`src/rtl/dcache_scalar_port_arbiter.sv`:
```
// Round-robin arbiter sharing the dcache scalar OBI port between NUM_REQ requesters,
// with an owner-ID FIFO for in-order response routing. Optional LR lock: DCACHE_ARB_LR_LOCK_EN.
module dcache_scalar_port_arbiter #(
    parameter int NUM_REQ         = 2,
    parameter int MAX_OUTSTANDING = 4
) (
    input  logic                            clk_i,
    input  logic                            rst_ni,
    input  logic [NUM_REQ-1:0]              up_req_i,
    input  logic [NUM_REQ-1:0]              up_we_i,
    input  logic [NUM_REQ*8-1:0]            up_be_i,
    input  logic [NUM_REQ*64-1:0]           up_addr_i,
    input  logic [NUM_REQ*64-1:0]           up_wdata_i,
    input  logic [NUM_REQ-1:0]              up_amo_i,
    input  logic [NUM_REQ-1:0]              up_lr_i,
    input  logic [NUM_REQ-1:0]              up_sc_i,
    input  logic [NUM_REQ-1:0]              up_amo_word_i,
    input  logic [NUM_REQ*5-1:0]            up_amo_op_i,
    output logic [NUM_REQ-1:0]              up_gnt_o,
    output logic [NUM_REQ-1:0]              up_rvalid_o,
    output logic [63:0]                     up_rdata_o,
    output logic                            req_o,
    output logic                            we_o,
    output logic                            amo_o,
    output logic                            lr_o,
    output logic                            sc_o,
    output logic                            amo_word_o,
    output logic [7:0]                      be_o,
    output logic [63:0]                     addr_o,
    output logic [63:0]                     wdata_o,
    output logic [4:0]                      amo_op_o,
    input  logic                            gnt_i,
    input  logic                            rvalid_i,
    input  logic [63:0]                     rdata_i,
    output logic [$clog2(MAX_OUTSTANDING):0] outstanding_o,
    output logic                            err_o
);
    localparam int IDW = $clog2(NUM_REQ);
    localparam int PW  = $clog2(MAX_OUTSTANDING);
    localparam int CW  = PW + 1;

    logic [IDW-1:0] rr_ptr_q, rr_ptr_d, hold_id_q, hold_id_d, sel, idx;
    logic           hold_valid_q, hold_valid_d, err_q, err_d;
    logic [PW-1:0]  wptr_q, wptr_d, rptr_q, rptr_d;
    logic [CW-1:0]  count_q, count_d;
    logic [IDW-1:0] owner_q [MAX_OUTSTANDING];
    logic           found, full, req_int, push, pop, spurious, hold_drop;
`ifdef DCACHE_ARB_LR_LOCK_EN
    logic           lock_valid_q, lock_valid_d;
    logic [IDW-1:0] lock_id_q, lock_id_d;
    logic [5:0]     lock_cnt_q, lock_cnt_d;
`endif

    // Selection: lock beats hold beats round-robin scan from rr_ptr.
    always_comb begin
        sel   = rr_ptr_q;
        found = 1'b0;
        idx   = '0;
        for (int i = 0; i < NUM_REQ; i++) begin
            idx = IDW'((int'(rr_ptr_q) + i) % NUM_REQ);
            if (!found && up_req_i[idx]) begin
                sel   = idx;
                found = 1'b1;
            end
        end
        if (hold_valid_q) sel = hold_id_q;
`ifdef DCACHE_ARB_LR_LOCK_EN
        if (lock_valid_q) sel = lock_id_q;
`endif
    end

    assign full      = (count_q == CW'(MAX_OUTSTANDING));
    assign req_int   = rst_ni & up_req_i[sel] & ~full;
    assign push      = req_int & gnt_i;
    assign pop       = rst_ni & rvalid_i & (count_q != '0);
    assign spurious  = rvalid_i & (count_q == '0);
    assign hold_drop = hold_valid_q & ~up_req_i[hold_id_q];

    always_comb begin
        req_o      = req_int;
        we_o       = 1'b0;
        amo_o      = 1'b0;
        lr_o       = 1'b0;
        sc_o       = 1'b0;
        amo_word_o = 1'b0;
        be_o       = '0;
        addr_o     = '0;
        wdata_o    = '0;
        amo_op_o   = '0;
        for (int k = 0; k < NUM_REQ; k++) begin
            if (req_int && sel == IDW'(k)) begin
                we_o       = up_we_i[k];
                amo_o      = up_amo_i[k];
                lr_o       = up_lr_i[k];
                sc_o       = up_sc_i[k];
                amo_word_o = up_amo_word_i[k];
                be_o       = up_be_i[k*8 +: 8];
                addr_o     = up_addr_i[k*64 +: 64];
                wdata_o    = up_wdata_i[k*64 +: 64];
                amo_op_o   = up_amo_op_i[k*5 +: 5];
            end
        end
        up_gnt_o = '0;
        if (push) up_gnt_o[sel] = 1'b1;
        up_rvalid_o = '0;
        if (pop) up_rvalid_o[owner_q[rptr_q]] = 1'b1;
        up_rdata_o = rst_ni ? rdata_i : '0;
    end

    assign outstanding_o = count_q;
    assign err_o         = err_q;

    always_comb begin
        rr_ptr_d     = rr_ptr_q;
        hold_valid_d = hold_valid_q;
        hold_id_d    = hold_id_q;
        err_d        = err_q | spurious | hold_drop;
        wptr_d       = wptr_q + PW'(push);
        rptr_d       = rptr_q + PW'(pop);
        count_d      = count_q + CW'(push) - CW'(pop);
        if (push) begin
            rr_ptr_d     = (sel == IDW'(NUM_REQ - 1)) ? '0 : sel + 1'b1;
            hold_valid_d = 1'b0;
        end else if (req_int) begin
            hold_valid_d = 1'b1;
            hold_id_d    = sel;
        end else if (hold_drop) begin
            hold_valid_d = 1'b0;
        end
    end

`ifdef DCACHE_ARB_LR_LOCK_EN
    // Lock releases on SC/AMO from the owner or after 64 grant-less cycles.
    always_comb begin
        lock_valid_d = lock_valid_q;
        lock_id_d    = lock_id_q;
        lock_cnt_d   = lock_cnt_q;
        if (push && up_lr_i[sel]) begin
            lock_valid_d = 1'b1;
            lock_id_d    = sel;
            lock_cnt_d   = '0;
        end else if (lock_valid_q) begin
            if (push) begin
                if (up_sc_i[sel] | up_amo_i[sel]) lock_valid_d = 1'b0;
                lock_cnt_d = '0;
            end else if (lock_cnt_q == 6'd63) begin
                lock_valid_d = 1'b0;
                lock_cnt_d   = '0;
            end else begin
                lock_cnt_d = lock_cnt_q + 6'd1;
            end
        end
    end

    always_ff @(posedge clk_i or negedge rst_ni) begin
        if (!rst_ni) begin
            lock_valid_q <= 1'b0;
            lock_id_q    <= '0;
            lock_cnt_q   <= '0;
        end else begin
            lock_valid_q <= lock_valid_d;
            lock_id_q    <= lock_id_d;
            lock_cnt_q   <= lock_cnt_d;
        end
    end
`endif

    always_ff @(posedge clk_i or negedge rst_ni) begin
        if (!rst_ni) begin
            rr_ptr_q     <= '0;
            hold_valid_q <= 1'b0;
            hold_id_q    <= '0;
            err_q        <= 1'b0;
            wptr_q       <= '0;
            rptr_q       <= '0;
            count_q      <= '0;
        end else begin
            rr_ptr_q     <= rr_ptr_d;
            hold_valid_q <= hold_valid_d;
            hold_id_q    <= hold_id_d;
            err_q        <= err_d;
            wptr_q       <= wptr_d;
            rptr_q       <= rptr_d;
            count_q      <= count_d;
        end
    end

    always_ff @(posedge clk_i) begin
        if (push) owner_q[wptr_q] <= sel;
    end
endmodule

```
`config.mk`:
```
export PLATFORM = sky130hd
export DESIGN_NAME = dcache_scalar_port_arbiter
export DESIGN_NICKNAME = d
export VERILOG_FILES = /design/src/rtl/dcache_scalar_port_arbiter.sv
export SDC_FILE = /design/constraint.sdc
export NUM_CORES = 1
export LEC_CHECK = 0
export ABC_AREA = 0
export ABC_CLOCK_PERIOD_IN_PS = 2400
export BUFFER_PORTS_ARGS = -buffer_cell sky130_fd_sc_hd__buf_2
export CAP_MARGIN = 20
export CORE_AREA = 2 2 226 228
export CTS_CLUSTER_DIAMETER = 100
export DETAILED_ROUTE_END_ITERATION = 6
export DIE_AREA = 0 0 228 230
export HOLD_SLACK_MARGIN = 0.08
export PLACE_DENSITY = 0.31
export SYNTH_ARGS = -nofsm -noshare
export SYNTH_HDL_FRONTEND = slang
export SYNTH_SLANG_ARGS = --single-unit
```
`constraint.sdc`:
```
create_clock -name clk_i -period 2.4 [get_ports clk_i]
set_input_delay 0.48 -clock clk_i [delete_from_list [all_inputs] [get_ports clk_i]]
set_output_delay 0.48 -clock clk_i [all_outputs]
set_load 0.05 [all_outputs]
```
==> results_dict.tcl <==
set metrics [dict create \
    fin_clk_skew_ns 0.00223 \
    synth_sequential_area_ratio 0.0865 \
    insertion_delay_to_the_later_sink_of_the_worst_skew_pair_ns 0.24 \
    worst_hold_path_type "in -> async" \
    share_of_synthesized_cell_area_in_and_or_nand_and_nor_gates 0.444 \
    synth.net_count 1032 \
    remaining_drc_errors 0 \
    crit_path_max_fanout 9 \
    synth_enable_flop_cells 4 \
    cts_tree "done" \
    place_congestion 0.845 \
    globalRouteTotalUtil 0.121 \
    post-synth-top-count-cell "nand3_1" \
    clk_pin_slew_worst_paths_ns 0.05 \
    initialDrtViolationCount 214 \
    placement.cell_area_um2 10400 \
    drt_first_pass_iters 4 \
    synth.mux.area_fraction 0.327 \
    multi_input_comb_area_um2 5570 \
    violations "negative setup slack" \
    grt_pass1_wl_mm 50.0 \
    worst-setup-path-type "reg -> out" \
    clock_buffer_depth 2 \
    cts_buffers 3 \
    detailedPlacementHpwl_mm 27.0 \
    fp.dieArea_um2 52400 \
    synth_top_area_frac 0.323 \
    fill_cell_total_of_the_finished_layout 5411 \
    synth-warning-count 0 \
    final.period_utilization 1.06 \
    timing.fmax_mhz 394 \
    die_width_um 228 \
    sequential_cell_area_um2 400 \
    syn_avg_cell_area_um2 6.88 \
    totalPowerFinal_w 0.0114 \
    synthesis.area_um2 4570 \
    critical_path.reg2reg.endpoint "outstanding_o[2]" \
    placement.io_buffers 580 \
    ctsHoldBuffers 0 \
    critical_path.endpoint_type "output pin" \
    routedWlPerCell_um 18.0 \
    seq_cells_post_synth 15 \
    ff2ff_path_depth 10 \
    fp.coreArea_um2 49900 \
    cellLeakagePower_nw 5.50 \
    rr_startpoint "outstanding_o[2]" \
    largest_family_of_logic_cells_by_synthesized_area "simple AND/OR/NAND/NOR gates" \
    postRouteAntennaNets 0 \
    synth_ff_type "dfrtp_1" \
    die_h_um 230 \
    pin_count_of_the_biggest_net_entering_global_routing 62 \
    placed_cells_incl_taps 1903 \
    shortest_clock_period_the_worst_path_allows_after_layout_ns 2.54 \
    max_slew_margin 0.693 \
    htree_levels 1 \
    final_util 0.257 \
    grt_pass1_vias 7982 \
    cts.sink_count 15 \
    power_density_nw_per_um2 885 \
    synth_top_area_cell "nand3_1" \
    grt_overflow 0 \
    drt-total-wl_mm 35.1 \
    start_kind "register" \
    critPathArrivalTime_ns 2.06 \
    io_pins 581 \
    cp.required_ns 1.92 \
    area_fraction_in_compound_gates_after_synthesis 0.0189 \
    finalHoldViolCount 0 \
    clock_tree.root_cell "clkbuf_16" \
    max_slew.worst_pin.slew_ns 0.461 \
    grt_setup_unrepaired "true" \
    synth_top_cells_by_area "nand3_1 (32%), mux2i_1 (32%), and2_1 (9.0%), dfrtp_1 (6.0%), clkbuf_1 (3.8%)" \
    detail_route.vias_per_cell 3.90 \
    timing.reg2reg.setup_slack_ns -0.09 \
    yosys.area_share.xor_xnor 0.00766 \
    synth-async-reset-ratio 0.733 \
    ir_drop_v 0.000329 \
    outcome "finished with violations" \
    final_critical_path_setup_slack_ns -0.141 \
    max-cap-violations 0 \
    ys_top_cells_by_count "nand3_1 (295), mux2i_1 (147), and2_1 (66), clkbuf_1 (46), buf_1 (18)" \
    report.final.setup_viol 133 \
    final_max_slew_viol_count 0 \
    post-route-cell-area_um2 12800 \
    netlist-cell-type-count 37 \
    initial_core_utilization 0.0917 \
    final_cells 1955 \
    synthCells 665 \
    vias 7615 \
    synthAdderAreaFrac 0.0153 \
    antenna_found_initial 3 \
    nets 1650 \
    area_growth_syn_to_layout_pct 181 \
    post_route_cells_drive_above_1_share 0.716 \
    placementRows 82 \
]
worst max path at each step:
stage,from,endpoint,slack (ns),cells after the start
2_1_floorplan,up_req_i[0],addr_o[3],-0.26,6
4_1_cts,up_req_i[0],wdata_o[32],-0.20,8
5_1_grt,hold_valid_q,addr_o[34],-0.21,7
3_3_place_gp,up_req_i[0],wdata_o[32],-0.30,8
6_report,rr_ptr_q,wdata_o[25],-0.14,8
3_5_place_dp,up_req_i[0],wdata_o[32],-0.32,8
kinds of logic (layout without fill, tap and decap cells):
logic type      count (synthesis)  count (layout)
simple gates                  386             386
mux                           148             148
buf+inv                        97             714
flops                          15              15
compound gates                 10              10
fa+ha+maj                       5               5
xor+xnor                        4               4
other cells                     0               1
worst max-delay path, stage by stage, from the launching register on:
cell	delay (ns)
dfrtp_1	0.41
nor2_2	0.07
o31ai_4	0.26
buf_6	0.15
buf_12	0.16
buf_16	0.18
mux2i_1	0.24
buf_4	0.18
buf_12	0.14
registers in the layout, indices dropped and copies added, names as in the netlist:
signal and flops:
err_o 1, wptr_q 2, hold_id_q 1, hold_valid_q 1, rptr_q 2, owner_q 4, outstanding_o 3, rr_ptr_q 1
where the power goes:
part | switching, W | leakage (nW) | total [W] | internal, W
logic | 0.00553 | 5.30 | 0.0106 | 0.00505
clock network | 0.0000987 | 0.0382 | 0.000323 | 0.000225
registers | 0.0000809 | 0.154 | 0.000447 | 0.000366
cell type report:
cell class,instances,share of cell area
well taps,672,0.0655
flip-flops and latches,15,0.0312
multi-input cells,553,0.434
repair buffers,705,0.461
inverters,5,0.00146
clock buffers,4,0.00614
diodes,1,0.000195
routing by layer:
layer / part of all wire / vias to the layer above / GRT usage
li1: - / 3656 / -
met1: 0.36 / 3580 / 0.128
met2: 0.56 / 355 / 0.245
met5: 0.00085 / - / 0
met4: 0.010 / 4 / 0.0147
met3: 0.070 / 20 / 0.0300
repair_timing:
item | 4_1_cts | 5_1_grt
gates resized for setup | 275 | 136
pin swaps | 7 | 4
setup endpoints to repair | 150 | 150
cloned | 10 | 15
buffers inserted | 16 | 11
through the flow:
stage	worst slack [ns]	hold WS (ns)	TNS, ns
2_1_floorplan	-0.262	0.184	-12.37
3_3_place_gp	-0.304	0.485	-13.00
3_5_place_dp	-0.324	0.469	-13.88
4_1_cts	-0.204	0.328	-16.72
5_1_grt	-0.209	0.352	-19.74
6_report	-0.141	0.317	-8.92
cells in the final DEF (no fill, tap or decap), types with 5 or more instances in the layout:
cell type	count
and2_1	64
buf_12	52
buf_16	17
buf_2	431
buf_4	68
buf_6	118
buf_8	6
clkbuf_16	16
dfrtp_1	7
mux2i_1	27
mux2i_2	12
mux2i_4	108
nand3_1	226
nand3_2	64
nand3_4	5
Power figures use the tool's default switching activity.
